**src/rtl/rot_reset_ctrl_if.sv**
```systemverilog
// Signal bundle between the RoT monitors / CPU observation side (master) and the
// reset controller (slave).
interface rot_reset_ctrl_if #(
   parameter int NREQ = 4
);
   // Handshake: req is a level, sampled every cycle while the controller is idle.
   // There is no per-request ready; busy high means a request is being serviced and
   // further req activity is ignored until busy falls.
   logic [NREQ-1:0] req;
   logic [15:0]     pc;
   logic            clr_cause;
   logic            sys_rst;
   logic            busy;
   logic [NREQ-1:0] cause;
   logic [7:0]      viol_cnt;
   logic [1:0]      dbg_state;  // 0 IDLE, 1 HOLD, 2 WAIT

   modport master (
      output req, pc, clr_cause,
      input  sys_rst, busy, cause, viol_cnt, dbg_state
   );

   modport slave (
      input  req, pc, clr_cause,
      output sys_rst, busy, cause, viol_cnt, dbg_state
   );
endinterface

```
**src/rtl/rot_reset_ctrl.sv**
```systemverilog
// Turns the first RoT monitor violation into a fixed-length CPU reset pulse, then waits
// for the core to reach its reset handler before re-arming. Keeps cause and count.
module rot_reset_ctrl #(
   parameter int          NREQ          = 4,
   parameter int          HOLD_CYCLES   = 16,
   parameter int          TIMEOUT       = 1024,
   parameter logic [15:0] RESET_HANDLER = 16'hFFFE
) (
   input  logic             clk,
   input  logic             reset_n,
   rot_reset_ctrl_if.slave  bus
);

   typedef enum logic [1:0] {
      S_IDLE = 2'd0,
      S_HOLD = 2'd1,
      S_WAIT = 2'd2
   } state_e;

   localparam logic [7:0]  HOLD_INIT = 8'(HOLD_CYCLES - 1);
   localparam logic [15:0] WAIT_LAST = 16'(TIMEOUT - 1);

   state_e          state_q, state_d;
   logic            sys_rst_q, sys_rst_d;
   logic            busy_q, busy_d;
   logic [NREQ-1:0] cause_q, cause_d;
   logic [7:0]      viol_cnt_q, viol_cnt_d;
   logic [7:0]      hold_cnt_q, hold_cnt_d;
   logic [15:0]     wait_cnt_q, wait_cnt_d;
   logic            seen_q, seen_d;

   logic req_any;
   logic pc_hit;

   assign req_any = |bus.req;
   assign pc_hit  = (bus.pc == RESET_HANDLER);

   always_ff @(posedge clk or negedge reset_n) begin
      if (!reset_n) begin
         state_q    <= S_IDLE;
         sys_rst_q  <= 1'b0;
         busy_q     <= 1'b0;
         cause_q    <= '0;
         viol_cnt_q <= '0;
         hold_cnt_q <= '0;
         wait_cnt_q <= '0;
         seen_q     <= 1'b0;
      end else begin
         state_q    <= state_d;
         sys_rst_q  <= sys_rst_d;
         busy_q     <= busy_d;
         cause_q    <= cause_d;
         viol_cnt_q <= viol_cnt_d;
         hold_cnt_q <= hold_cnt_d;
         wait_cnt_q <= wait_cnt_d;
         seen_q     <= seen_d;
      end
   end

   always_comb begin
      state_d    = state_q;
      sys_rst_d  = sys_rst_q;
      cause_d    = cause_q;
      viol_cnt_d = viol_cnt_q;
      hold_cnt_d = hold_cnt_q;
      wait_cnt_d = wait_cnt_q;
      seen_d     = seen_q;

      if (bus.clr_cause) begin
         cause_d = '0;
      end

      case (state_q)
         S_IDLE: begin
            if (req_any) begin
               state_d    = S_HOLD;
               sys_rst_d  = 1'b1;
               hold_cnt_d = HOLD_INIT;
               if (viol_cnt_q != 8'hFF) begin
                  viol_cnt_d = viol_cnt_q + 8'd1;
               end
               // Only the first cause is kept, but a capture beats a same-cycle clear.
               if ((cause_q == '0) || bus.clr_cause) begin
                  cause_d = bus.req;
               end
            end
         end
         S_HOLD: begin
            if (hold_cnt_q == 8'd0) begin
               state_d    = S_WAIT;
               sys_rst_d  = 1'b0;
               wait_cnt_d = '0;
               seen_d     = 1'b0;
            end else begin
               hold_cnt_d = hold_cnt_q - 8'd1;
            end
         end
         S_WAIT: begin
            seen_d = seen_q | pc_hit;
            // Monitors lag the core by a cycle, so the handler hit may precede req dropping.
            if ((seen_q || pc_hit) && !req_any) begin
               state_d = S_IDLE;
            end else if (wait_cnt_q == WAIT_LAST) begin
               state_d    = S_HOLD;
               sys_rst_d  = 1'b1;
               hold_cnt_d = HOLD_INIT;
            end else begin
               wait_cnt_d = wait_cnt_q + 16'd1;
            end
         end
         default: begin
            state_d   = S_IDLE;
            sys_rst_d = 1'b0;
         end
      endcase

      busy_d = (state_d != S_IDLE);
   end

   always_comb begin
      bus.sys_rst   = sys_rst_q;
      bus.busy      = busy_q;
      bus.cause     = cause_q;
      bus.viol_cnt  = viol_cnt_q;
      bus.dbg_state = state_q;
   end

endmodule

```
**src/flat_wrapper.sv**
```systemverilog
// flat-port wrapper written by rule: the top's interface ports become plain ports
module rot_reset_ctrl_flat 
#(
   parameter int          NREQ          = 4,
   parameter int          HOLD_CYCLES   = 16,
   parameter int          TIMEOUT       = 1024,
   parameter logic [15:0] RESET_HANDLER = 16'hFFFE
)
  (clk, reset_n, bus_req, bus_pc, bus_clr_cause, bus_sys_rst, bus_busy, bus_cause, bus_viol_cnt, bus_dbg_state);
  rot_reset_ctrl_if #(.NREQ(NREQ)) bus_i ();
  input  logic clk;
  input  logic reset_n;
  input wire logic [$bits(bus_i.req)-1:0] bus_req;
  input wire logic [$bits(bus_i.pc)-1:0] bus_pc;
  input wire logic [$bits(bus_i.clr_cause)-1:0] bus_clr_cause;
  output wire logic [$bits(bus_i.sys_rst)-1:0] bus_sys_rst;
  output wire logic [$bits(bus_i.busy)-1:0] bus_busy;
  output wire logic [$bits(bus_i.cause)-1:0] bus_cause;
  output wire logic [$bits(bus_i.viol_cnt)-1:0] bus_viol_cnt;
  output wire logic [$bits(bus_i.dbg_state)-1:0] bus_dbg_state;
  assign bus_i.req = bus_req;
  assign bus_i.pc = bus_pc;
  assign bus_i.clr_cause = bus_clr_cause;
  assign bus_sys_rst = bus_i.sys_rst;
  assign bus_busy = bus_i.busy;
  assign bus_cause = bus_i.cause;
  assign bus_viol_cnt = bus_i.viol_cnt;
  assign bus_dbg_state = bus_i.dbg_state;
  rot_reset_ctrl #(.NREQ(NREQ), .HOLD_CYCLES(HOLD_CYCLES), .TIMEOUT(TIMEOUT), .RESET_HANDLER(RESET_HANDLER)) u_core (.clk(clk), .reset_n(reset_n), .bus(bus_i));
endmodule
```
**config.mk**
```make
export PLATFORM = sky130hd
export DESIGN_NAME = rot_reset_ctrl_flat
export DESIGN_NICKNAME = d
export VERILOG_FILES = /design/src/rtl/rot_reset_ctrl_if.sv /design/src/rtl/rot_reset_ctrl.sv /design/src/flat_wrapper.sv
export SDC_FILE = /design/constraint.sdc
export NUM_CORES = 1
export LEC_CHECK = 0
export CAP_MARGIN = 20
export CORE_ASPECT_RATIO = 1.4
export CORE_MARGIN = 10
export CORE_UTILIZATION = 45
export DETAILED_ROUTE_END_ITERATION = 10
export PLACE_DENSITY = 0.73
export SETUP_SLACK_MARGIN = 0.4
export SLEW_MARGIN = 30
export SYNTH_ARGS = -nofsm -noshare
export SYNTH_HDL_FRONTEND = slang
export SYNTH_SLANG_ARGS = --single-unit
```
**constraint.sdc**
```tcl
create_clock -name clk -period 2.4 [get_ports clk]
set_input_delay 0.48 -clock clk [delete_from_list [all_inputs] [get_ports clk]]
set_output_delay 0.48 -clock clk [all_outputs]
set_load 0.01 [all_outputs]
```
==> summary.md, run 1 <==
| Metric | Value |
|---|---|
| Final Setup Violations | `0` |
| Final HPWL DP | `4280 um` |
| Chip height | `102 um` |
| Tcrit/Tclk final | `0.957` |
| FFs w/ async S/R, synth | `1.00` |
| Pleak | `1.42 nW` |
| Critical R2R Launch | `u_core.wait_cnt_q[13]` |
| Yosys top cell area share | `0.475` |
| WS Path Type | `flip-flop to flip-flop` |
| H-Tree Depth | `2` |
| Slowest cell delay on critical path | `0.55 ns` |
| DRT Pass-1 Iters | `4` |
| Max Slew Vio Count | `0` |
| CTS tree | `built` |
| Placer Congestion | `0.847` |
| CP cell instances | `or4_4 > or4_4 > a221oi_4 > nor2_4 > a221o_1` |
| CP Data Arrival Time | `2.47 ns` |
| Sequential fraction of the synthesis area | `0.475` |
| GRT Resource Usage Total | `0.145` |
| Vias in the first global route | `2072` |
| Final Skew | `0.00988 ns` |
| Rel. slew slack | `0.628` |
| Worst-Margin Slew | `0.553 ns` |
| Largest net degree at the start of global routing | `17` |
| DRC Markers | `0` |
| # port buffers | `38` |
| Post-Syn Nets | `250` |
| Start point of the critical path | `u_core.wait_cnt_q[13]` |
| Clock transition at path regs | `0.09 ns` |
| Peak supply drop | `0.642 mV` |
| Hold crit path type | `input pin to async pin` |
| Avg Cell Area, Syn | `9.65 um^2` |
| Routed wl met3 | `134 um` |
| IO Pins | `39` |
| Post-Syn Instances | `224` |
| Yosys top cell by area | `dfrtp_1` |
| Total CTS buffers | `5` |
| Detail Route met2 WL | `3200 um` |
| Cell seen most often among critical-path stages | `or4_4` |
| Fin nets | `337` |
| Highest metal used | `met4` |
| GRT overflow | `0` |
| Post-Syn Area | `2160 um^2` |
| Drt via density | `5.46` |
| RSZ-0062 raised after global routing | `true` |
| Ys Warns | `0` |
| Drt first-iter violations | `102` |
| Sum Neg Setup Slack | `0 ns` |
| WP data required | `2.58 ns` |
| Synth top area cells | `dfrtp_1, nand3_1, nand2_1` |
| Die X | `78.6 um` |
| Max Cap Viol | `0` |
| Top FF cell, synth | `dfrtp_1` |
| Final worst path period need | `2.30 ns` |
| N_diodes | `0` |
| Seq cells post-synth | `41` |
| Initial antenna violation count | `0` |
| Unique cell type count in the Yosys netlist | `49` |
| Layout overhead on the synthesized area | `44.8%` |
| Die area | `8010 um^2` |
| Post-synth EDFFs | `0` |
| Share of cells above drive strength 1 | `0.237` |
| CTS root buf | `clkbuf_8` |
| Fmax | `435 MHz` |
| Worst skew pair latency | `0.30 ns` |
| Vias | `2042` |
| Placed instance area | `2880 um^2` |
| Outcome | `complete, no violations` |
| Clock sinks | `41` |
| Core ar. | `4610 um^2` |
| Final wirelength | `5640 um` |
| Core Rows | `29` |
| First-pass GRT wire length | `9520 um` |
| Slowest-stage cell, CP | `or4_4` |
| CP Buf/Inv Count | `0` |
| Initial Utilization | `0.469` |
| Crit-path max FO | `5` |
| M1 WL | `2200 um` |
| Final Hold Viols | `0` |
| Startpoint types | `flip-flop` |
| Drt wl/cell | `15.1 um` |
| PD cells | `820 nW/um^2` |
| Bufs on Longest Clock Path | `2` |
| Number of antenna-violating nets in the routed design | `0` |
| Crit end category | `flip-flop` |
| Post-route cell area | `3130 um^2` |
| CP top delay family | `simple AND/OR/NAND/NOR gates` |
cell families (layout without fill, tap and decap cells):
kind of cell,after synthesis,in the layout,synth area share
xor gates and xnor gates,7,7,0.0284
adders and majority gates,3,3,0.0174
AOI/OAI and AO/OA,52,52,0.184
muxes,3,3,0.0139
DFF,41,41,0.475
and+or+nand+nor,98,98,0.246
buffers and inverters,20,108,0.0359
power by group:
group | internal [mW] | switching [mW] | total (mW)
registers | 0.879 | 0.233 | 1.11
clock network | 0.204 | 0.260 | 0.464
logic | 0.549 | 0.440 | 0.989
path summary, 6_finish.rpt:
kind	slack, ns	cells after the start	endpoint
max	0.10	5	u_core.hold_cnt_q[7]
min	0.08	1	u_core.wait_cnt_q[4]
max reg2reg	0.10	5	u_core.hold_cnt_q[7]
min reg2reg	0.50	1	u_core.bus.viol_cnt[7]
max in group asynchronous	1.78	2	u_core.hold_cnt_q[5]
min in group clk	0.48	3	u_core.bus.cause[0]
cells in the final DEF (no fill, tap or decap), types with 2 or more instances in the layout:
cell type / instances
dfrtp_1: 41
buf_4: 40
clkdlybuf4s50_1: 34
nand2_1: 19
nand3_1: 17
inv_1: 16
nor2_1: 11
nand4_1: 9
a21oi_1: 8
nor3_1: 8
nor4_1: 6
o21ai_0: 6
and3_1: 6
clkbuf_8: 5
buf_6: 5
o22ai_1: 4
xnor2_1: 4
a31oi_1: 4
a211o_1: 4
a21o_1: 4
nor2b_1: 3
or4_4: 3
mux2i_1: 3
a221o_1: 3
o31ai_1: 3
xor2_1: 3
clkinvlp_4: 3
dlymetal6s2s_1: 3
nand2b_1: 2
and2_1: 2
a22o_1: 2
ha_1: 2
layer usage:
layer,up-vias,GRT usage
met5,-,0
met4,0,0.0512
met3,8,0.0299
met2,33,0.273
met1,984,0.155
li1,1017,-
per-stage QoR:
stage          power, mW  worst slack [ns]  utilization  std cells  hold slack [ns]
3_5_place_dp        1.97           -0.0900        0.624        355            0.416
2_1_floorplan       1.53             0.148            -        224            0.184
5_1_grt             2.76            0.0363        0.679        374           0.0961
6_report            2.57             0.102        0.679        374           0.0836
4_1_cts             2.50            0.0946        0.659        366           0.0950
3_3_place_gp        1.94           -0.0764        0.624        355            0.408
cell type report:
| cell class | count | area (um^2) |
|---|---|---|
| inverter | 17 | 66.3 |
| timing repair buffer | 83 | 739 |
| tap | 62 | 77.6 |
| sequential | 41 | 1030 |
| multi-input combinational | 163 | 1130 |
| clock inverter | 3 | 22.5 |
| fill | 386 | 1480 |
| clock buffer | 5 | 68.8 |
sequential cells by signal, indices dropped and copies added (netlist names):
register	cells
u_core.bus.cause	4
u_core.seen_q	1
u_core.hold_cnt_q	8
u_core.bus.busy	1
u_core.bus.viol_cnt	8
u_core.wait_cnt_q	16
u_core.bus.dbg_state	2
u_core.bus.sys_rst	1
repair_timing:
action                                  4_1_cts  5_1_grt
hold buffers                                  0        0
pin swaps                                     3       11
endpoints found under the hold margin         0        0
resized for setup                            13       12
buffers inserted                              3        8
endpoints found under the setup margin       31       34
cells in the mapped netlist, types with 2 or more instances:
cell and n:
nand3_1 17, dfrtp_1 41, nor3b_1 2, nor2_2 2, ha_1 3, a21oi_1 8, mux2i_1 3, o31ai_1 4
and3_1 6, nor4_1 6, xor2_1 3, nand2b_1 2, nor2b_1 3, a31oi_1 4, nand4_1 9, nor2_1 11
or4_1 2, a221o_1 3, a21o_1 4, buf_2 2, xnor2_1 4, nand2_1 20, inv_1 17, and2_1 2
a211o_1 4, nor3_1 9, o22ai_1 4, o21ai_0 7, a22o_1 2
Power figures use the tool's default switching activity.
==> run 2: changes to the inputs <==
--- a/config.mk
+++ b/config.mk
@@ -5,7 +5,6 @@
 export SDC_FILE = /design/constraint.sdc
 export NUM_CORES = 1
 export LEC_CHECK = 0
-export CAP_MARGIN = 20
 export CORE_ASPECT_RATIO = 1.4
 export CORE_MARGIN = 10
 export CORE_UTILIZATION = 45
==> results of run 2 <==
Same layout as run 1: the final DEF is identical, and so are final timing and power.
==> run 3: changes to the inputs <==
--- a/config.mk
+++ b/config.mk
@@ -11,7 +11,6 @@
 export DETAILED_ROUTE_END_ITERATION = 10
 export PLACE_DENSITY = 0.73
 export SETUP_SLACK_MARGIN = 0.4
-export SLEW_MARGIN = 30
 export SYNTH_ARGS = -nofsm -noshare
 export SYNTH_HDL_FRONTEND = slang
 export SYNTH_SLANG_ARGS = --single-unit
==> results of run 3 <==
Same layout as run 1: the final DEF is identical, and so are final timing and power.
